File: config.mk
export PLATFORM = sky130hd
export DESIGN_NAME = uart_tx_fifo_flat
export DESIGN_NICKNAME = d
export VERILOG_FILES = /design/src/rtl/uart_tx_fifo_if.sv /design/src/rtl/uart_tx_fifo.sv /design/src/flat_wrapper.sv
export SDC_FILE = /design/constraint.sdc
export NUM_CORES = 1
export LEC_CHECK = 0
export CAP_MARGIN = 20
export CORE_UTILIZATION = 40
export DETAILED_ROUTE_END_ITERATION = 8
export GPL_ROUTABILITY_DRIVEN = 0
export SYNTH_ARGS = -nofsm -noshare
export SYNTH_HDL_FRONTEND = slang
export SYNTH_SLANG_ARGS = --single-unit
File: constraint.sdc
create_clock -name i_clk -period 8.1 [get_ports i_clk]
set_clock_uncertainty 0.2 [all_clocks]
set_input_delay 2.43 -clock i_clk [delete_from_list [all_inputs] [get_ports i_clk]]
set_output_delay 2.43 -clock i_clk [all_outputs]
set_load 0.1 [all_outputs]
File: src/rtl/uart_tx_fifo_if.sv
// Host-side bundle for uart_tx_fifo: oversampling tick, write port, per-frame config,
// serial line and status. master = host/bench, slave = transmitter.
interface uart_tx_fifo_if #(
  parameter int unsigned DBIT = 8
);
  logic            i_s_tick;
  logic            i_wr;
  logic [DBIT-1:0] i_din;
  logic            i_parity_en;
  logic            i_parity_odd;
  logic            i_two_stop;
  logic            o_tx;
  logic            o_tx_done_tick;
  logic            o_busy;
  logic            o_full;
  logic            o_empty;

  modport master (
    output i_s_tick, i_wr, i_din, i_parity_en, i_parity_odd, i_two_stop,
    input  o_tx, o_tx_done_tick, o_busy, o_full, o_empty
  );

  modport slave (
    input  i_s_tick, i_wr, i_din, i_parity_en, i_parity_odd, i_two_stop,
    output o_tx, o_tx_done_tick, o_busy, o_full, o_empty
  );
endinterface

File: src/rtl/uart_tx_fifo.sv
// UART transmitter with a small transmit FIFO. Words leave LSB-first, framed by a start bit,
// optional parity and one or two stop bits. Config is latched per frame when the word is popped.
module uart_tx_fifo #(
  parameter int unsigned DBIT       = 8,
  parameter int unsigned OVERSAMPLE = 16,
  parameter int unsigned FIFO_AW    = 2
) (
  input  logic            i_clk,
  input  logic            i_reset,
  uart_tx_fifo_if.slave   bus
);

  localparam int unsigned Depth = 2 ** FIFO_AW;
  localparam int unsigned CW    = FIFO_AW + 1;
  localparam int unsigned SW    = $clog2(2 * OVERSAMPLE);
  localparam int unsigned NW    = $clog2(DBIT);

  localparam logic [SW-1:0] SLastOne = SW'(OVERSAMPLE - 1);
  localparam logic [SW-1:0] SLastTwo = SW'(2 * OVERSAMPLE - 1);
  localparam logic [NW-1:0] NLast    = NW'(DBIT - 1);
  localparam logic [CW-1:0] CntFull  = CW'(Depth);

  typedef enum logic [2:0] {StIdle, StStart, StData, StParity, StStop} state_e;

  // FIFO storage and bookkeeping
  logic [DBIT-1:0]    mem_q [Depth];
  logic [FIFO_AW-1:0] wr_ptr_q, rd_ptr_q;
  logic [CW-1:0]      count_q, count_d;
  logic               full_q, empty_q;
  logic               push, pop;
  logic [DBIT-1:0]    head;

  // Transmit FSM state
  state_e          state_q;
  logic [SW-1:0]   s_q;
  logic [NW-1:0]   n_q;
  logic [DBIT-1:0] shift_q;
  logic            par_bit_q, par_en_q, two_stop_q;
  logic            tx_q, done_q;
  logic [SW-1:0]   stop_last;
  logic            stop_end;

  assign head      = mem_q[rd_ptr_q];
  assign push      = bus.i_wr & ~full_q;
  assign stop_last = two_stop_q ? SLastTwo : SLastOne;
  assign stop_end  = (state_q == StStop) && bus.i_s_tick && (s_q == stop_last);
  // Pop either from IDLE or on the final stop tick so back-to-back frames have no gap.
  assign pop       = ~empty_q & ((state_q == StIdle) | stop_end);

  // Next occupancy; a push and a pop in the same cycle cancel out
  always_comb begin
    count_d = count_q;
    unique case ({push, pop})
      2'b10:   count_d = count_q + CW'(1);
      2'b01:   count_d = count_q - CW'(1);
      default: count_d = count_q;
    endcase
  end

  // FIFO pointers and registered full/empty flags
  always_ff @(posedge i_clk or posedge i_reset) begin
    if (i_reset) begin
      wr_ptr_q <= '0;
      rd_ptr_q <= '0;
      count_q  <= '0;
      full_q   <= 1'b0;
      empty_q  <= 1'b1;
    end else begin
      if (push) wr_ptr_q <= wr_ptr_q + FIFO_AW'(1);
      if (pop)  rd_ptr_q <= rd_ptr_q + FIFO_AW'(1);
      count_q <= count_d;
      full_q  <= (count_d == CntFull);
      empty_q <= (count_d == '0);
    end
  end

  // FIFO data array; contents need no reset since the pointers guard them
  always_ff @(posedge i_clk) begin
    if (push) mem_q[wr_ptr_q] <= bus.i_din;
  end

  // Frame sequencer; tx_q is loaded with the next-state line value
  always_ff @(posedge i_clk or posedge i_reset) begin
    if (i_reset) begin
      state_q    <= StIdle;
      s_q        <= '0;
      n_q        <= '0;
      shift_q    <= '0;
      par_bit_q  <= 1'b0;
      par_en_q   <= 1'b0;
      two_stop_q <= 1'b0;
      tx_q       <= 1'b1;
      done_q     <= 1'b0;
    end else begin
      done_q <= 1'b0;
      unique case (state_q)
        StIdle: begin
          tx_q <= 1'b1;
          if (!empty_q) begin
            shift_q    <= head;
            par_bit_q  <= (^head) ^ bus.i_parity_odd;
            par_en_q   <= bus.i_parity_en;
            two_stop_q <= bus.i_two_stop;
            s_q        <= '0;
            n_q        <= '0;
            state_q    <= StStart;
            tx_q       <= 1'b0;
          end
        end
        StStart: begin
          if (bus.i_s_tick) begin
            if (s_q == SLastOne) begin
              s_q     <= '0;
              n_q     <= '0;
              state_q <= StData;
              tx_q    <= shift_q[0];
            end else begin
              s_q <= s_q + SW'(1);
            end
          end
        end
        StData: begin
          if (bus.i_s_tick) begin
            if (s_q == SLastOne) begin
              s_q     <= '0;
              shift_q <= shift_q >> 1;
              if (n_q == NLast) begin
                if (par_en_q) begin
                  state_q <= StParity;
                  tx_q    <= par_bit_q;
                end else begin
                  state_q <= StStop;
                  tx_q    <= 1'b1;
                end
              end else begin
                n_q  <= n_q + NW'(1);
                tx_q <= shift_q[1];
              end
            end else begin
              s_q <= s_q + SW'(1);
            end
          end
        end
        StParity: begin
          if (bus.i_s_tick) begin
            if (s_q == SLastOne) begin
              s_q     <= '0;
              state_q <= StStop;
              tx_q    <= 1'b1;
            end else begin
              s_q <= s_q + SW'(1);
            end
          end
        end
        StStop: begin
          if (bus.i_s_tick) begin
            if (s_q == stop_last) begin
              done_q <= 1'b1;
              s_q    <= '0;
              if (!empty_q) begin
                shift_q    <= head;
                par_bit_q  <= (^head) ^ bus.i_parity_odd;
                par_en_q   <= bus.i_parity_en;
                two_stop_q <= bus.i_two_stop;
                n_q        <= '0;
                state_q    <= StStart;
                tx_q       <= 1'b0;
              end else begin
                state_q <= StIdle;
                tx_q    <= 1'b1;
              end
            end else begin
              s_q <= s_q + SW'(1);
            end
          end
        end
        default: begin
          state_q <= StIdle;
          tx_q    <= 1'b1;
        end
      endcase
    end
  end

  assign bus.o_tx           = tx_q;
  assign bus.o_tx_done_tick = done_q;
  assign bus.o_busy         = (state_q != StIdle);
  assign bus.o_full         = full_q;
  assign bus.o_empty        = empty_q;

endmodule

File: src/flat_wrapper.sv
// flat-port wrapper written by rule: the top's interface ports become plain ports
module uart_tx_fifo_flat 
#(
  parameter int unsigned DBIT       = 8,
  parameter int unsigned OVERSAMPLE = 16,
  parameter int unsigned FIFO_AW    = 2
)
  (i_clk, i_reset, bus_i_s_tick, bus_i_wr, bus_i_din, bus_i_parity_en, bus_i_parity_odd, bus_i_two_stop, bus_o_tx, bus_o_tx_done_tick, bus_o_busy, bus_o_full, bus_o_empty);
  uart_tx_fifo_if #(.DBIT(DBIT)) bus_i ();
  input  logic i_clk;
  input  logic i_reset;
  input wire logic [$bits(bus_i.i_s_tick)-1:0] bus_i_s_tick;
  input wire logic [$bits(bus_i.i_wr)-1:0] bus_i_wr;
  input wire logic [$bits(bus_i.i_din)-1:0] bus_i_din;
  input wire logic [$bits(bus_i.i_parity_en)-1:0] bus_i_parity_en;
  input wire logic [$bits(bus_i.i_parity_odd)-1:0] bus_i_parity_odd;
  input wire logic [$bits(bus_i.i_two_stop)-1:0] bus_i_two_stop;
  output wire logic [$bits(bus_i.o_tx)-1:0] bus_o_tx;
  output wire logic [$bits(bus_i.o_tx_done_tick)-1:0] bus_o_tx_done_tick;
  output wire logic [$bits(bus_i.o_busy)-1:0] bus_o_busy;
  output wire logic [$bits(bus_i.o_full)-1:0] bus_o_full;
  output wire logic [$bits(bus_i.o_empty)-1:0] bus_o_empty;
  assign bus_i.i_s_tick = bus_i_s_tick;
  assign bus_i.i_wr = bus_i_wr;
  assign bus_i.i_din = bus_i_din;
  assign bus_i.i_parity_en = bus_i_parity_en;
  assign bus_i.i_parity_odd = bus_i_parity_odd;
  assign bus_i.i_two_stop = bus_i_two_stop;
  assign bus_o_tx = bus_i.o_tx;
  assign bus_o_tx_done_tick = bus_i.o_tx_done_tick;
  assign bus_o_busy = bus_i.o_busy;
  assign bus_o_full = bus_i.o_full;
  assign bus_o_empty = bus_i.o_empty;
  uart_tx_fifo #(.DBIT(DBIT), .OVERSAMPLE(OVERSAMPLE), .FIFO_AW(FIFO_AW)) u_core (.i_clk(i_clk), .i_reset(i_reset), .bus(bus_i));
endmodule
==> results of run 1 <==
-- cell usage after synthesis (5+ instances only) --
cell,number
a21oi_1,12
clkbuf_1,7
dfrtp_1,31
edfxtp_1,32
ha_1,10
inv_1,12
mux2_2,5
mux2i_1,10
nand2_1,17
nand2b_1,6
nor2_1,13
nor2b_1,6
nor3_1,5
o21ai_0,18
xnor2_1,9
-- registers in the layout, summed over array words and instances, names as in the netlist --
register                   cells
u_core.s_q                     5
u_core.par_bit_q               1
u_core.bus.o_tx_done_tick      1
u_core.wr_ptr_q                2
u_core.state_q                 3
u_core.par_en_q                1
u_core.n_q                     3
u_core.bus.o_tx                1
u_core.two_stop_q              1
u_core.bus.o_empty             1
u_core.count_q                 3
u_core.mem_q                  32
u_core.bus.o_full              1
u_core.shift_q                 8
u_core.rd_ptr_q                2
-- area by class of cell --
cell class                 instances  area, um^2  share of cell area [%]
clock buffer                       9         124                    3.42
clock inverter                     7        92.6                    2.56
inverter                          12        45.0                    1.24
multi-input combinational        159        1250                    34.5
sequential                        65        1790                    49.4
tap                               99         124                    3.42
timing repair buffer              20         198                    5.46
-- critical path: cells and delay by family, from the launching register on --
family / cells / cell delay, ps
DFF: 1 / 820
and+or+nand+nor: 1 / 260
buffers and inverters: 1 / 1140
-- power by group --
group	internal, mW	total (mW)	switching [mW]
clock network	0.173	0.302	0.128
registers	0.459	0.561	0.102
logic	0.314	0.661	0.347
total	0.947	1.52	0.577
-- layer usage --
layer / part of all wire [%] / vias to the layer above / global-route usage (%)
met4: 1.5 / 0 / 6.05
met1: 45 / 907 / 18.5
met5: 0 / - / 0
met3: 4.1 / 9 / 5.13
met2: 50 / 37 / 23.0
li1: - / 926 / -
-- cells in the final DEF, fill, tap and decap left out, types with 2 or more instances in the layout --
cell type / synthesis / layout
bufinv_16: 0 / 2
dfstp_2: 2 / 2
a211o_1: 2 / 2
or2_2: 2 / 2
a21o_1: 2 / 2
dfrtp_1: 31 / 31
xnor2_1: 9 / 9
mux2i_1: 10 / 10
nor2_1: 13 / 13
o21ai_0: 18 / 18
clkbuf_8: 0 / 9
a21oi_1: 12 / 12
nand3_1: 3 / 3
nand2_1: 17 / 17
nor2b_1: 6 / 6
mux4_1: 4 / 4
nor3_1: 5 / 5
ha_1: 10 / 10
inv_6: 0 / 2
clkdlybuf4s50_1: 0 / 19
o22ai_1: 4 / 4
edfxtp_1: 32 / 32
xor2_1: 3 / 3
and2_1: 4 / 4
mux2_2: 5 / 5
inv_1: 12 / 12
o21a_1: 2 / 2
and3_1: 2 / 2
nand2b_1: 6 / 6
mux4_2: 4 / 4
clkinv_1: 0 / 2
-- through the flow --
step	std cells	utilization [%]
after floorplan	246	-
after global placement	355	45.9
after detailed placement	355	45.9
after CTS	371	48.9
after global routing	371	48.9
final	371	48.9
-- path summary, 6_finish.rpt --
check | end | cells after the start
setup / recovery | bus_o_busy | 2
min in group asynchronous | u_core.count_q[1] | 3
hold / removal | u_core.count_q[2] | 1
hold reg to reg | u_core.count_q[2] | 1
setup reg to reg | u_core.bus.o_empty | 7
max in group asynchronous | u_core.bus.o_tx | 3
-- logic make-up (layout without fill, tap and decap cells) --
logic type / Yosys count / after routing
DFF: 65 / 65
xor gates and xnor gates: 14 / 14
and+or+nand+nor: 62 / 62
adders and majority gates: 11 / 11
AOI/OAI and AO/OA: 49 / 49
muxes: 23 / 23
buffers and inverters: 22 / 48
==> metrics.cfg, run 1 <==
[synthesis]
syn_nets = 272
synth_edf_count = 32
synth_xor_xnor_area_share_pct = 4.60
synth-compound-area-share_pct = 9.60
synth_adder_area_share_pct = 4.64
synth.ff_latch_count = 65
yosysWarnings = 0
synthCells = 246
synth.distinct_cells = 46
netlist_area_um2 = 3130
async_reset_ff_share_pct = 50.8
synth_area_leader_cell = edfxtp_1
avgSynthCellArea_um2 = 12.7
ys_dominant_reg_cell = edfxtp_1
synth_top_area_share_pct = 30.7
synth.yosys.seq_area_share_pct = 57.2
yosys.area_share.simple_pct = 9.80
synthMuxAreaShare_pct = 11.2
synth_top_family_by_area = multiplexers
synthTopCellsByArea = edfxtp_1 (31%), dfrtp_1 (25%), ha_1 (4.0%), mux4_1 (3.4%), mux2i_1 (3.2%)

[sta]
min_period_ps = 5200
timing.final.crit_share_pct = 64.2
holdWs_ps = 275
hold_viol = 0
tns_ps = 0
setup_viol = 0
worst_pin_slew_ps = 963
max_freq_mhz = 192
maxSlewHeadroom_pct = 35.6
finalWorstSetupSlack_ps = 2900
rsz0062_at_grt = no
slew_violations = 0

[pwr]
leakage_nw = 1.42
p_total_mw = 1.52
p_per_area_nw_per_um2 = 421
ir_drop_uv = 173

[hold_path]
min_path_type = reg -> reg
hp-start = u_core.count_q[2]

[finish]
drive_above_1_share_pct = 11.8
area_delta_synth_final_pct = 15.7
nNetsFinal = 293
stdcell_area_um2 = 3620
fillers = 654
n_antenna_cell = 0

[worst_setup_path]
crit_type = reg -> out
cp-end-kind = primary output
crit_path_top_delay_cell = clkdlybuf4s50_1
cp_cell_sequence = or3_1 > clkdlybuf4s50_1
cp_slowest_stage_delay_ps = 1140
startpoint = u_core.state_q[2]
crit_path_start_kind = flop
timing.reg2reg.setup_slack_ps = 4890
required_ps = 5470
reg2reg_from = u_core.state_q[0]
cp_max_fo = 25
crit_arrival_ps = 2570

[floorplanning]
rows = 31
coreArea_um2 = 7410
dieArea_um2 = 8180
die_h_um = 90.4
io_pins = 20
dieWidth_um = 90.4
initial_core_util_pct = 42.2

[placement]
placed_area_um2 = 3400
hpwl_um = 3530
post-place-ws_ps = 2710
portBuffers = 19

[clocking]
path_clk_slew_ps = 70
insertion_delay_ps = 340
cts_made_buffers = 9
post_cts_buffers = 0
root_buffer = clkbuf_8
htree_levels = 3
hold_buffers = 0
clockBufferDepth = 2
tritoncts = yes
cts_resized = 0
cts_sinks = 65

[grt]
grt_max_degree = 34
grt_usage_pct = 14.7
grt_overflow = 0
grt_pass1_vias = 1877
grt_first_pass_wirelength_um = 9140
antenna_found_initial = 0

[detailed_routing]
drt_iter0_drc = 59
wl_per_cell_um = 14.4
routed_via_density = 5.06
vias = 1879
ant_nets = 0
drc = 0
wirelength_um = 5340
first_pass_iters = 4

[job]
maxCapViolations = 0

[run_status]
status = finished clean

Power figures use the tool's default switching activity.
==> run 2, diff against run 1 <==
==> constraint.sdc (replaced) <==
create_clock -name i_clk -period 4.44 [get_ports i_clk]
set_clock_uncertainty 0.2 [all_clocks]
set_input_delay 1.332 -clock i_clk [delete_from_list [all_inputs] [get_ports i_clk]]
set_output_delay 1.332 -clock i_clk [all_outputs]
set_load 0.1 [all_outputs]
==> run 2 against run 1 <==
Clock power grew 71%. Core utilization grew 0.32 points. Global-route usage grew 0.068 points. Via count grew 1.1%. Non-clock buffer count grew 5. Sequential power grew 77%. Final area grew 0.66%. Worst hold slack gained 1.0 ps. Critical path depth grew 6. Sequential share of layout area shrank 0.32 points. Die area is the same. Sequential cell count is the same. Largest power group unchanged.
==> metrics.cfg, run 2 (same netlist as run 1, synthesis figures left out) <==
[detailed_routing]
wirelength_um = 5400  ; +1.2%
routed_via_density = 5.05  ; -0.28%
ant_nets = 0  ; unchanged
drc = 0  ; unchanged
routed.top_layer = met4
wl_per_cell_um = 14.4  ; -0.11%
dr_wl_met3_um = 139  ; -37%
drt_iter0_drc = 83  ; +41%
vias = 1899  ; +1.1%
met2_wirelength_um = 2660  ; +0.45%
first_pass_iters = 4  ; unchanged
route.layer.met1.wl_um = 2550  ; +6.9%

[placement]
portBuffers = 19  ; unchanged
placed_area_um2 = 3440  ; +1.0%
hpwl_um = 3790  ; +7.6%
dp_cells = 360  ; +1.4%

[clocking]
cts_resized = 0  ; unchanged
cts_sinks = 65  ; unchanged
cts_made_buffers = 9  ; unchanged
post_cts_buffers = 0  ; unchanged
clockBufferDepth = 2  ; unchanged
path_clk_slew_ps = 70  ; about the same
hold_buffers = 0  ; unchanged
root_buffer = clkbuf_8
insertion_delay_ps = 340  ; about the same
tritoncts = yes
htree_levels = 3  ; unchanged

[sta]
maxSlewHeadroom_pct = 35.7  ; +0.098 points
hold_viol = 0  ; unchanged
holdWs_ps = 276  ; +0.998 ps
slew_violations = 0  ; unchanged
worst_pin_slew_ps = 962  ; -1.47 ps
max_freq_mhz = 277
tns_ps = 0  ; unchanged
rsz0062_at_grt = no
min_period_ps = 3610
setup_viol = 0  ; unchanged
timing.final.crit_share_pct = 81.3

[worst_setup_path]
cp_cell_sequence = clkdlybuf4s50_1 > nor2b_1 > inv_1 > ha_1 > fa_1 > mux2_2 > or2_2 > nor2b_1
reg2reg_to = u_core.state_q[0]
crit_path_start_kind = input pin
timing.reg2reg.setup_slack_ps = 1520  ; -3370 ps
crit_path_top_delay_cell = clkdlybuf4s50_1
cp_top_family = simple AND/OR/NAND/NOR gates
required_ps = 4510  ; -960 ps
cp_max_fo = 8  ; -68%
reg2reg_from = u_core.s_q[1]
crit_arrival_ps = 3680  ; +1110 ps
crit_end = u_core.bus.o_full
crit_type = in -> reg
cpMostUsedCell = nor2b_1
reg2reg_depth = 9  ; +2
path_buf_inv = 2  ; +1
startpoint = bus_i_wr
cp_slowest_stage_delay_ps = 450  ; -690 ps
cp_num_cells = 8  ; +6
cp-end-kind = flop

[floorplanning]
dieWidth_um = 90.4  ; unchanged
initial_core_util_pct = 42.2  ; unchanged
rows = 31  ; unchanged
coreArea_um2 = 7410  ; unchanged
io_pins = 20  ; unchanged
dieArea_um2 = 8180  ; unchanged
die_h_um = 90.4  ; unchanged

[finish]
drive_above_1_share_pct = 14.4  ; +2.7 points
largest_register_ffs = 32  ; unchanged
layoutNonFillerInstCount = 376  ; +1.3%
nNetsFinal = 298  ; +1.7%
layout_common_cells = edfxtp_1 (32), dfrtp_1 (31), o21ai_0 (18), clkdlybuf4s50_1 (18), nand2_1 (17)
final_common_cell = edfxtp_1
fillers = 659  ; +0.76%
largestRegisters = u_core.mem_q: 32 flops, u_core.shift_q: 8 flops, u_core.s_q: 5 flops
n_antenna_cell = 0  ; unchanged
area_delta_synth_final_pct = 16.5
multiInputGateArea_um2 = 1250  ; unchanged
stdcell_area_um2 = 3640  ; +0.66%
seq_area_um2 = 1790  ; unchanged
regMostFlops = u_core.mem_q

[job]
maxCapViolations = 0  ; unchanged

[grt]
grt_max_degree = 26  ; -24%
antenna_found_initial = 0  ; unchanged
grt_usage_pct = 14.7  ; +0.068 points
grt_first_pass_wirelength_um = 9370  ; +2.6%
grt_overflow = 0  ; unchanged
grt_pass1_vias = 1921  ; +2.3%

[pwr]
leakage_nw = 1.45  ; +1.5%
p_per_area_nw_per_um2 = 758  ; +80%
ir_drop_uv = 286  ; +65%

[hold_path]
min_path_type = reg -> reg

[run_status]
status = finished clean

run 2: cell count changes in the layout (fill, tap and decap cells not counted), sizes merged:
cell and delta:
buf +6, inv +3, bufinv -1, clkdlybuf4s50 -1
clkinv -2
run 2: per-layer routing:
layer	track usage [%]	vias up
met5	0	-
met1	18.8	926
met2	23.7	22
met4	4.84	0
met3	4.88	6
li1	-	945
run 2: metrics by stage:
step	util, %	worst slack, ps	total power, mW
after floorplan	-	827	2.01
after global placement	46.4	537	2.25
after detailed placement	46.4	476	2.27
after CTS	49.2	842	2.80
after global routing	49.2	635	2.98
final	49.2	830	2.76
run 2: where the power goes:
group	total, mW	switching [mW]	internal, mW	leakage [nW]
Combinational	1.25	0.661	0.590	0.642
Sequential	0.995	0.157	0.838	0.702
Clock	0.517	0.248	0.269	0.102
run 2: how the worst min path moves through the flow:
stage / startpoint / to / depth (start not counted)
floorplan: u_core.count_q[2] / u_core.count_q[2] / 1
global placement: u_core.shift_q[3] / u_core.shift_q[3] / 2
detailed placement: u_core.count_q[2] / u_core.count_q[2] / 1
CTS: u_core.count_q[2] / u_core.count_q[2] / 1
global route: u_core.count_q[2] / u_core.count_q[2] / 1
finish: u_core.count_q[2] / u_core.count_q[2] / 1
run 2: area by class of cell:
cell class / count / share of cell area, %
flip-flops and latches: 65 / 49.1
well taps: 99 / 3.40
clock inverters: 7 / 2.23
multi-input cells: 159 / 34.2
clock buffers: 9 / 3.40
inverters: 12 / 1.24
repair buffers: 25 / 6.39
run 2: worst reg2reg max path, stage by stage (launching register included):
cell and delay [ps]:
dfrtp_1 410, ha_1 200, nand3_1 120, inv_1 150, ha_1 270, a21bo_2 160, a21oi_1 50, nor4_1 580
o21ai_0 330, mux2_2 340
